<file path="src/rtl/mips_ctrl_pkg.sv">
// Shared opcode/funct constants, control encodings and the decoded bundle type.
// Optional branch decode (blez/bgtz/regimm) is enabled by defining BRANCH_EXT_EN.
package mips_ctrl_pkg;

  localparam logic [5:0] OP_RTYPE  = 6'h00;
  localparam logic [5:0] OP_REGIMM = 6'h01;
  localparam logic [5:0] OP_J      = 6'h02;
  localparam logic [5:0] OP_JAL    = 6'h03;
  localparam logic [5:0] OP_BEQ    = 6'h04;
  localparam logic [5:0] OP_BNE    = 6'h05;
  localparam logic [5:0] OP_BLEZ   = 6'h06;
  localparam logic [5:0] OP_BGTZ   = 6'h07;
  localparam logic [5:0] OP_ADDI   = 6'h08;
  localparam logic [5:0] OP_ADDIU  = 6'h09;
  localparam logic [5:0] OP_SLTI   = 6'h0a;
  localparam logic [5:0] OP_SLTIU  = 6'h0b;
  localparam logic [5:0] OP_ANDI   = 6'h0c;
  localparam logic [5:0] OP_ORI    = 6'h0d;
  localparam logic [5:0] OP_XORI   = 6'h0e;
  localparam logic [5:0] OP_LUI    = 6'h0f;
  localparam logic [5:0] OP_LW     = 6'h23;
  localparam logic [5:0] OP_SW     = 6'h2b;

  localparam logic [5:0] FN_SLL  = 6'h00;
  localparam logic [5:0] FN_SRL  = 6'h02;
  localparam logic [5:0] FN_SRA  = 6'h03;
  localparam logic [5:0] FN_JR   = 6'h08;
  localparam logic [5:0] FN_JALR = 6'h09;

`ifdef BRANCH_EXT_EN
  localparam bit BRANCH_EXT = 1'b1;
`else
  localparam bit BRANCH_EXT = 1'b0;
`endif

  typedef enum logic [1:0] {
    PC_SEQ  = 2'b00,
    PC_JUMP = 2'b01,
    PC_REG  = 2'b11
  } pcsrc_e;

  typedef enum logic [1:0] {
    M2R_ALU  = 2'b00,
    M2R_MEM  = 2'b01,
    M2R_LINK = 2'b11
  } memtoreg_e;

  typedef enum logic [2:0] {
    ALU_ADD   = 3'b000,
    ALU_BEQ   = 3'b001,
    ALU_RTYPE = 3'b010,
    ALU_ORI   = 3'b011,
    ALU_ANDI  = 3'b100,
    ALU_SLT   = 3'b101,
    ALU_XORI  = 3'b110
  } aluop_e;

  typedef enum logic [2:0] {
    BR_BEQ    = 3'b000,
    BR_BNE    = 3'b001,
    BR_BLEZ   = 3'b010,
    BR_BGTZ   = 3'b011,
    BR_REGIMM = 3'b100
  } br_type_e;

  typedef struct packed {
    pcsrc_e     pcsrc;
    logic       branch;
    br_type_e   branch_type;
    logic       regwrite;
    logic       memread;
    logic       memwrite;
    memtoreg_e  memtoreg;
    logic       alusrc1;
    logic       alusrc2;
    logic       extop;
    logic       luop;
    logic [3:0] aluop;
    logic [4:0] wdst;
    logic [4:0] rs;
    logic [4:0] rt;
  } ctrl_t;

  // A bubble writes nothing and carries no register fields.
  localparam ctrl_t CTRL_BUBBLE = '0;

endpackage

</file>
<file path="src/rtl/ctrl_decode.sv">
// Combinational instruction-to-control-bundle decoder.
// Defining BRANCH_EXT_EN adds blez/bgtz/regimm decode; otherwise those opcodes are NOPs.
module ctrl_decode
  import mips_ctrl_pkg::*;
#(
  parameter int RA_REG = 31
) (
  input  logic [31:0] inst,
  output ctrl_t       ctrl,
  output logic        reads_rt
);

  localparam logic [4:0] RA = 5'(RA_REG);

  logic [5:0] op;
  logic [5:0] funct;
  aluop_e     alu_lo;
  logic       known;
  logic       unused_shamt;

  assign op           = inst[31:26];
  assign funct        = inst[5:0];
  assign unused_shamt = ^inst[10:6];

  always_comb begin
    ctrl      = CTRL_BUBBLE;
    ctrl.rs   = inst[25:21];
    ctrl.rt   = inst[20:16];
    ctrl.wdst = inst[20:16];
    alu_lo    = ALU_ADD;
    known     = 1'b1;
    reads_rt  = 1'b0;
    case (op)
      OP_RTYPE: begin
        ctrl.wdst     = inst[15:11];
        ctrl.regwrite = 1'b1;
        alu_lo        = ALU_RTYPE;
        reads_rt      = 1'b1;
        case (funct)
          FN_JR: begin
            ctrl.pcsrc    = PC_REG;
            ctrl.regwrite = 1'b0;
          end
          FN_JALR: begin
            ctrl.pcsrc    = PC_REG;
            ctrl.memtoreg = M2R_LINK;
            ctrl.wdst     = RA;
          end
          FN_SLL, FN_SRL, FN_SRA: ctrl.alusrc1 = 1'b1;
          default: ;
        endcase
      end
      OP_J: ctrl.pcsrc = PC_JUMP;
      OP_JAL: begin
        ctrl.pcsrc    = PC_JUMP;
        ctrl.regwrite = 1'b1;
        ctrl.memtoreg = M2R_LINK;
        ctrl.wdst     = RA;
      end
      OP_BEQ: begin
        ctrl.branch      = 1'b1;
        ctrl.branch_type = BR_BEQ;
        ctrl.extop       = 1'b1;
        alu_lo           = ALU_BEQ;
        reads_rt         = 1'b1;
      end
      OP_BNE: begin
        ctrl.branch      = 1'b1;
        ctrl.branch_type = BR_BNE;
        ctrl.extop       = 1'b1;
        reads_rt         = 1'b1;
      end
      OP_REGIMM, OP_BLEZ, OP_BGTZ: begin
        if (BRANCH_EXT) begin
          ctrl.branch = 1'b1;
          ctrl.extop  = 1'b1;
          if (op == OP_BLEZ)      ctrl.branch_type = BR_BLEZ;
          else if (op == OP_BGTZ) ctrl.branch_type = BR_BGTZ;
          else                    ctrl.branch_type = BR_REGIMM;
        end else begin
          known = 1'b0;
        end
      end
      OP_ADDI, OP_ADDIU, OP_SLTI, OP_SLTIU,
      OP_ANDI, OP_ORI, OP_XORI, OP_LUI: begin
        ctrl.regwrite = 1'b1;
        ctrl.alusrc2  = 1'b1;
        ctrl.extop    = (op == OP_ADDI) || (op == OP_ADDIU) || (op == OP_SLTI);
        ctrl.luop     = (op == OP_LUI);
        case (op)
          OP_SLTI, OP_SLTIU: alu_lo = ALU_SLT;
          OP_ANDI:           alu_lo = ALU_ANDI;
          OP_ORI:            alu_lo = ALU_ORI;
          OP_XORI:           alu_lo = ALU_XORI;
          default:           alu_lo = ALU_ADD;
        endcase
      end
      OP_LW: begin
        ctrl.regwrite = 1'b1;
        ctrl.memread  = 1'b1;
        ctrl.memtoreg = M2R_MEM;
        ctrl.alusrc2  = 1'b1;
        ctrl.extop    = 1'b1;
      end
      OP_SW: begin
        ctrl.memwrite = 1'b1;
        ctrl.alusrc2  = 1'b1;
        ctrl.extop    = 1'b1;
        reads_rt      = 1'b1;
      end
      default: known = 1'b0;
    endcase
    // Unknown opcodes become a NOP that still counts as a valid instruction.
    if (!known) ctrl.wdst = '0;
    ctrl.aluop = known ? {op[0], alu_lo} : 4'b0000;
  end

endmodule

</file>
<file path="src/rtl/pipe_ctrl_decoder.sv">
// ID-stage control decoder: one-entry output register with valid/ready handshake,
// load-use stall insertion, flush squash and a saturating stall counter.
module pipe_ctrl_decoder
  import mips_ctrl_pkg::*;
#(
  parameter int CNT_W  = 16,
  parameter int RA_REG = 31
) (
  input  logic             clk,
  input  logic             reset,
  input  logic             if_valid,
  input  logic [31:0]      if_inst,
  output logic             id_ready,
  input  logic             flush,
  input  logic             ex_ready,
  output logic             ex_valid,
  output logic [1:0]       ex_pcsrc,
  output logic             ex_branch,
  output logic [2:0]       ex_branch_type,
  output logic             ex_regwrite,
  output logic             ex_memread,
  output logic             ex_memwrite,
  output logic [1:0]       ex_memtoreg,
  output logic             ex_alusrc1,
  output logic             ex_alusrc2,
  output logic             ex_extop,
  output logic             ex_luop,
  output logic [3:0]       ex_aluop,
  output logic [4:0]       ex_wdst,
  output logic [4:0]       ex_rs,
  output logic [4:0]       ex_rt,
  output logic [CNT_W-1:0] stall_cnt
);

  // Handshake: an instruction transfers on a rising edge where if_valid && id_ready;
  // the held bundle transfers to EX on an edge where ex_valid && ex_ready.
  typedef enum logic {EMPTY, FULL} state_e;

  state_e state, state_next;
  ctrl_t  bundle, bundle_next;
  ctrl_t  dec;
  logic   dec_reads_rt;
  logic   hazard;
  logic   load_en;
  logic   stall_inc;

  ctrl_decode #(.RA_REG(RA_REG)) u_decode (
    .inst     (if_inst),
    .ctrl     (dec),
    .reads_rt (dec_reads_rt)
  );

  assign ex_valid = (state == FULL);
  assign load_en  = ex_ready || !ex_valid;

  always_comb begin
    hazard = ex_valid && bundle.memread && (bundle.wdst != 5'd0) &&
             ((bundle.wdst == if_inst[25:21]) ||
              (dec_reads_rt && (bundle.wdst == if_inst[20:16])));
  end

  always_comb begin
    state_next  = state;
    bundle_next = bundle;
    id_ready    = 1'b0;
    stall_inc   = 1'b0;
    if (flush) begin
      state_next  = EMPTY;
      bundle_next = CTRL_BUBBLE;
      id_ready    = 1'b1;
    end else if (load_en) begin
      id_ready = !hazard;
      if (if_valid && !hazard) begin
        state_next  = FULL;
        bundle_next = dec;
      end else begin
        state_next  = EMPTY;
        bundle_next = CTRL_BUBBLE;
        // Only a bubble that displaces a real waiting instruction is a load-use stall.
        stall_inc   = if_valid && hazard;
      end
    end
    if (reset) id_ready = 1'b0;
  end

  always_ff @(posedge clk or posedge reset) begin
    if (reset) begin
      state  <= EMPTY;
      bundle <= CTRL_BUBBLE;
    end else begin
      state  <= state_next;
      bundle <= bundle_next;
    end
  end

  always_ff @(posedge clk or posedge reset) begin
    if (reset) begin
      stall_cnt <= '0;
    end else if (stall_inc && (stall_cnt != {CNT_W{1'b1}})) begin
      stall_cnt <= stall_cnt + CNT_W'(1);
    end
  end

  assign ex_pcsrc       = bundle.pcsrc;
  assign ex_branch      = bundle.branch;
  assign ex_branch_type = bundle.branch_type;
  assign ex_regwrite    = bundle.regwrite;
  assign ex_memread     = bundle.memread;
  assign ex_memwrite    = bundle.memwrite;
  assign ex_memtoreg    = bundle.memtoreg;
  assign ex_alusrc1     = bundle.alusrc1;
  assign ex_alusrc2     = bundle.alusrc2;
  assign ex_extop       = bundle.extop;
  assign ex_luop        = bundle.luop;
  assign ex_aluop       = bundle.aluop;
  assign ex_wdst        = bundle.wdst;
  assign ex_rs          = bundle.rs;
  assign ex_rt          = bundle.rt;

endmodule

</file>
<file path="config.mk">
export PLATFORM = sky130hd
export DESIGN_NAME = pipe_ctrl_decoder
export DESIGN_NICKNAME = d
export VERILOG_FILES = /design/src/rtl/mips_ctrl_pkg.sv /design/src/rtl/ctrl_decode.sv /design/src/rtl/pipe_ctrl_decoder.sv
export SDC_FILE = /design/constraint.sdc
export NUM_CORES = 1
export LEC_CHECK = 0
export CAP_MARGIN = 20
export CORE_MARGIN = 5
export CORE_UTILIZATION = 35
export DETAILED_ROUTE_END_ITERATION = 10
export PLACE_DENSITY_LB_ADDON = 0.2
export SLEW_MARGIN = 20
export SYNTH_ARGS = -nofsm -noshare
export SYNTH_HDL_FRONTEND = slang
export SYNTH_SLANG_ARGS = --single-unit
</file>
<file path="constraint.sdc">
create_clock -name clk -period 2.53 [get_ports clk]
set_input_delay 0.506 -clock clk [delete_from_list [all_inputs] [get_ports clk]]
set_output_delay 0.506 -clock clk [all_outputs]
set_load 0.02 [all_outputs]
</file>
======== After elaboration in Yosys (flattened, before gate mapping) ========
Cells that the tools add are included.
Widths: inputs -> output; s select.
operators by class
  add/sub/neg operators ................... 1
  equality and inequality tests ........... 21
  multiplexer cells ....................... 34
  reduce and logical (&&, ||, !) cells .... 27
operator list
  cell                   count
  $mux 34                3
  $eq 6x4->1 const B     10
  $eq 6x2->1 const B     4
  $reduce_or 10->1       2
  $mux 1                 18
  $add 16x1->16 const B  1
  $ne 16x16->1 const B   1
  $reduce_or 15->1       1
  $eq 6x3->1 const B     2
  $eq 6x6->1 const B     2
  $logic_not 6->1        2
  $pmux 3 s4             1
  $eq 5x5->1             2
  $mux 5                 2
  $pmux 5 s2             1
  $pmux 3 s3             1
  $pmux 4 s2             1
  $reduce_or 4->1        2
  $reduce_or 8->1        1
  $logic_and 1x1->1      7
  $pmux 2 s3             1
  $reduce_or 2->1        3
  $reduce_bool 5->1      1
  $logic_or 1x1->1       4
  7 further kinds        10
word-level totals
  register bits ........................... 51
  input bits .............................. 37
  output and inout bits ................... 52
  word-level logic and storage cells ...... 100

======== Depth between registers and ports, before layout ========
  word-level depth ........................ 12
  gate-level depth with buffers ........... 8
  gate-level depth less buffers ........... 7

======== Cells and area by module ========
Synthesis repeated with hierarchy kept, for this count alone.
second synthesis, totals
  cell total of the unflattened synthesis .. 266
  area total of the unflattened synthesis .. 2,817.7 um2
by module, submodules not included
  module             times used  cells an instance  area an instance (um2)  sequential area each (um2)
  pipe_ctrl_decoder  1           172                2,242.2                 1,276.2
  ctrl_decode        1           94                 575.6                   0.0

======== Least setup slack after synthesis ========
OpenSTA, ideal clock, no wires.
  kind .................................... flip-flop to output port
  from .................................... register bundle, in the netlist ex_wdst[1]
  to ...................................... output port id_ready
  data arrival time ....................... 2.249 ns
  required time ........................... 2.024 ns
  slack ................................... -0.225 ns
  cell stages (with the launch flop) ...... 6
  buffers on the path ..................... 0
  cells stage by stage .................... dfrtp_1 -> or4_4 -> o211ai_4 -> nor4_4 -> or2_2 -> a211oi_1
on the way
  cells in the longest elaborated chain, start to end .. 8
  elaborated cells between the ends (all ways) .. 11
  classes of those cells .................. eq/ne (2); mux (3); reduce/logical (6)
ends and longest elaborated chain
  item                      RTL line                 text
  start: declaration        pipe_ctrl_decoder.sv:40  ctrl_t bundle, bundle_next;
  start signal: assignment  pipe_ctrl_decoder.sv:92  bundle <= bundle_next;
  $eq 5x5->1                pipe_ctrl_decoder.sv:59  (dec_reads_rt && (bundle.wdst == if_inst[20:16])));
  $logic_and 1x1->1         pipe_ctrl_decoder.sv:59
  $logic_or 1x1->1          pipe_ctrl_decoder.sv:58  ((bundle.wdst == if_inst[25:21]) ||
  $logic_and 1x1->1 *       pipe_ctrl_decoder.sv:57  hazard = ex_valid && bundle.memread && (bundle.wdst != 5'd0) &&
  $logic_not 1->1 *         pipe_ctrl_decoder.sv:72  id_ready = !hazard;
  $mux 1 *                  pipe_ctrl_decoder.sv:71  end else if (load_en) begin
  $mux 1 *                  pipe_ctrl_decoder.sv:67  if (flush) begin
  $mux 1 *                  pipe_ctrl_decoder.sv:83  if (reset) id_ready = 1'b0;
  end: declaration          pipe_ctrl_decoder.sv:13  output logic id_ready,
Mark *: on every way between the ends. The rest lies on a longest branch, timed or not.

======== Worst setup path after layout ========
Same ends and word-level chain as after synthesis.

==> results.md <==
* Status: complete, but fails checks
* Failing checks: negative setup slack
* Reg-to-reg slack, setup at 0.40 ns
* Post-Layout Cell Count at 454
* Reg clk slew, reported paths at 0.08 ns
* Num rows at 30
* Crit path max fanout at 3
* RePlAce Congestion at 0.780
* Clock buffer depth at 2
* H-tree levels at 2
* Reg2Reg Launch Point: ex_wdst[1]$_DFFE_PP0P_
* Antenna viol nets, final at 0
* Final setup fails at 1
* Endpoint class of the critical path: primary output
* HPWL Detailed at 5070 um
* Worst Hold Class: reg -> reg
* Layout fillers at 620
* Commonest non-fill, non-tap cell in the layout: clkdlybuf4s50_1
* Hold Vio Cnt, Final at 0
* Buf/Inv on CP at 1
* CP startpoint: ex_wdst[1]$_DFFE_PP0P_
* Clock latency on the worst-skew pair at approximately 0.30 ns
* All-Layer GR Usage at 15.3%
* Final Max Tran Viols at 0
* Period utilisation layout at 105%
* Vias at 2281
* Drt first pass iters at 4
* Synth Warn # at 0
* CTS Root Cell: clkbuf_8
* Share of synthesized flip-flops with an asynchronous set or reset at 100%
* Area of the mapped netlist at between 0.002 and 0.0025 mm2
* Mapped Cells at ~250
* Worst Reg-to-Reg Cells at 7
* VDD IR-drop max at 0.214 mV
* Syn_area_per_cell at between 10 and 15 um2
* Delay-heaviest family, CP: simple AND/OR/NAND/NOR gates
* Post-synthesis cell type count at 45
* GR Overflow Total at 0
* Util after Layout at 54.9%
* Initial core utilization at 36.3%
* Initial antenna violation count at 0
* Clk sinks at 49
* Drt total wl at between 6000 and 7000 um
* CP Launch Type: flip-flop
* WP depth at 6
* Critical Path AT at 2.16 ns
* Crit-path slowest cell: or4_4
* Pre-CTS setup slack at -0.704 ns
* Max Cap Viol at 0
* Post-synthesis to final-layout area growth at 51.3%
* Die Area at 0.00890 mm2
* Fin worst setup slack at -0.132 ns
* F_max at 0.376 GHz
* Vias in the first global route at 2277
* RSZ-0062 raised after global routing: yes
* Placed cell count at 445
* DRC errors left at 0
* Most frequent cells in the layout: 78 x clkdlybuf4s50_1, 49 x dfrtp_1, 34 x buf_4
* Worst Path Required at 2.02 ns
* Starting DRT DRC Count at 46
* Synth Flop Type: dfrtp_1
* Worst path max stage delay at around 0.55 ns
* Top-Level Pins at ~90
* Die Y at 94.4 um
* Clock skew at 0.00726 ns
* Hold Buf Count CTS at 0
* Share of layout cells above drive strength 1 at 16.2%
* Wire length per cell at between 10 and 15 um
* PwrDens at 433 mW/mm2
* Final min period at 2.66 ns
* Port Buffer Count at 81
* Core Area at 0.00687 mm2
* # diodes at 0
* Number of synthesized flops with an enable pin at 0
* Wire length of the first global-routing pass at between 10000 and 15000 um
* Final net count at a little under 400
* Chip Width at 94.4 um
* Worst hold margin at 0.471 ns
* Crit path cell chain: or4_4 -> o211ai_4 -> nor4_4 -> or2_4 -> a211oi_4 -> buf_6
* Critical R2R Capture: stall_cnt[0]$_DFFE_PP0P_
* Setup CP Type: reg -> out
* End of the critical path: id_ready
* Largest net degree at the start of global routing at 34
* LEAKAGE at 0.00160 uW
* Placed cell areas at 0.00364 mm2
* TritonCTS buffer count at 5
* CTS tree: yes
* Register bit total from synthesis at 49
* Final Cell Area at 0.00377 mm2
* Sequential area share after synthesis at between 40% and 50%
* Via/cell ratio at 5.02
-- worst min-delay path: stages (launching register included) --
cell	delay, ns
dfrtp_1	0.35
nand2_1	0.05
nand2_1	0.05
-- routing by layer --
metal | global-route usage, % | part of all wire [%]
met3 | 3.82 | 7.4
met5 | 0 | 0
met1 | 20.3 | 45
met2 | 25.4 | 47
met4 | 3.25 | 0.58
-- how the worst min path moves through the flow --
stage	from	to	slack [ns]	cells past startpoint
finish	ex_pcsrc[0]$_DFFE_PP0P_	ex_pcsrc[0]$_DFFE_PP0P_	0.47	2
global route	ex_pcsrc[0]$_DFFE_PP0P_	ex_pcsrc[0]$_DFFE_PP0P_	0.51	2
CTS	ex_pcsrc[0]$_DFFE_PP0P_	ex_pcsrc[0]$_DFFE_PP0P_	0.48	2
detailed placement	ex_pcsrc[0]$_DFFE_PP0P_	ex_pcsrc[0]$_DFFE_PP0P_	0.46	2
global placement	ex_pcsrc[0]$_DFFE_PP0P_	ex_pcsrc[0]$_DFFE_PP0P_	0.45	2
floorplan	ex_alusrc2$_DFFE_PP0P_	ex_alusrc2$_DFFE_PP0P_	0.58	2
-- cell type report --
| type | count | area (um2) | share of cell area [%] |
|---|---|---|---|
| multi-input combinational | 179 | 1200 | 31.8 |
| clock buffer | 7 | 86.3 | 2.29 |
| timing repair buffer | 116 | 1080 | 28.8 |
| inverter | 6 | 22.5 | 0.597 |
| tap | 96 | 120 | 3.19 |
| clock inverter | 1 | 30.0 | 0.797 |
| sequential | 49 | 1230 | 32.5 |
-- cells in the mapped netlist (2+ instances only) --
cell | count | share of area (%)
a21oi_1 | 3 | 0.60
a22o_1 | 17 | 6.0
a22oi_1 | 2 | 0.60
a32o_1 | 5 | 2.0
and3_1 | 4 | 1.0
buf_4 | 2 | 0.60
buf_6 | 2 | 0.90
clkbuf_1 | 7 | 1.1
dfrtp_1 | 49 | 49
inv_1 | 6 | 0.90
nand2_1 | 31 | 4.7
nand2b_1 | 4 | 1.0
nand3_1 | 8 | 1.6
nand4_1 | 9 | 2.3
nor2_1 | 12 | 1.8
nor2b_1 | 2 | 0.50
nor3_1 | 7 | 1.4
o21ai_0 | 16 | 3.2
o22ai_1 | 6 | 1.5
o31ai_1 | 2 | 0.60
or2_2 | 2 | 0.50
or3_1 | 2 | 0.50
xnor2_1 | 25 | 8.8
-- logic make-up (layout without fill, tap and decap cells) --
logic type | count (synthesis) | after routing | share of synthesized area, %
xor gates and xnor gates | 26 | 26 | 9.14
and+or+nand+nor | 91 | 91 | 19.3
other | 1 | 2 | 0.151
muxes | 1 | 1 | 0.452
buffers and inverters | 18 | 130 | 3.67
adders and majority gates | 1 | 1 | 0.502
AOI/OAI and AO/OA | 58 | 58 | 17.6
DFF | 49 | 49 | 49.2
-- sequential cells by signal (all words and copies together), names as in the netlist, 2 cells and up --
register	cells
ex_rt	5
ex_aluop	4
ex_wdst	5
stall_cnt	16
ex_memtoreg	2
ex_pcsrc	2
ex_rs	5
-- repair_timing --
item | 4_1_cts | 5_1_grt
resized for setup | 10 | 0
pin swaps | 1 | 0
endpoints found under the setup margin | 1 | 1
buffers inserted | 1 | 0
-- where the power goes --
group          switching (uW)  internal (uW)  leakage [uW]
registers                9.22            795      0.000678
logic                     124            129      0.000862
clock network             252            323     0.0000585
-- stage by stage --
step | total power, uW | TNS, ns
6_report | 1630 | -0.132
5_1_grt | 1710 | -0.208
4_1_cts | 1650 | -0.145
3_5_place_dp | 1070 | -2.46
3_3_place_gp | 1070 | -1.89
2_1_floorplan | 934 | 0
(Power assumes the default switching activity.)
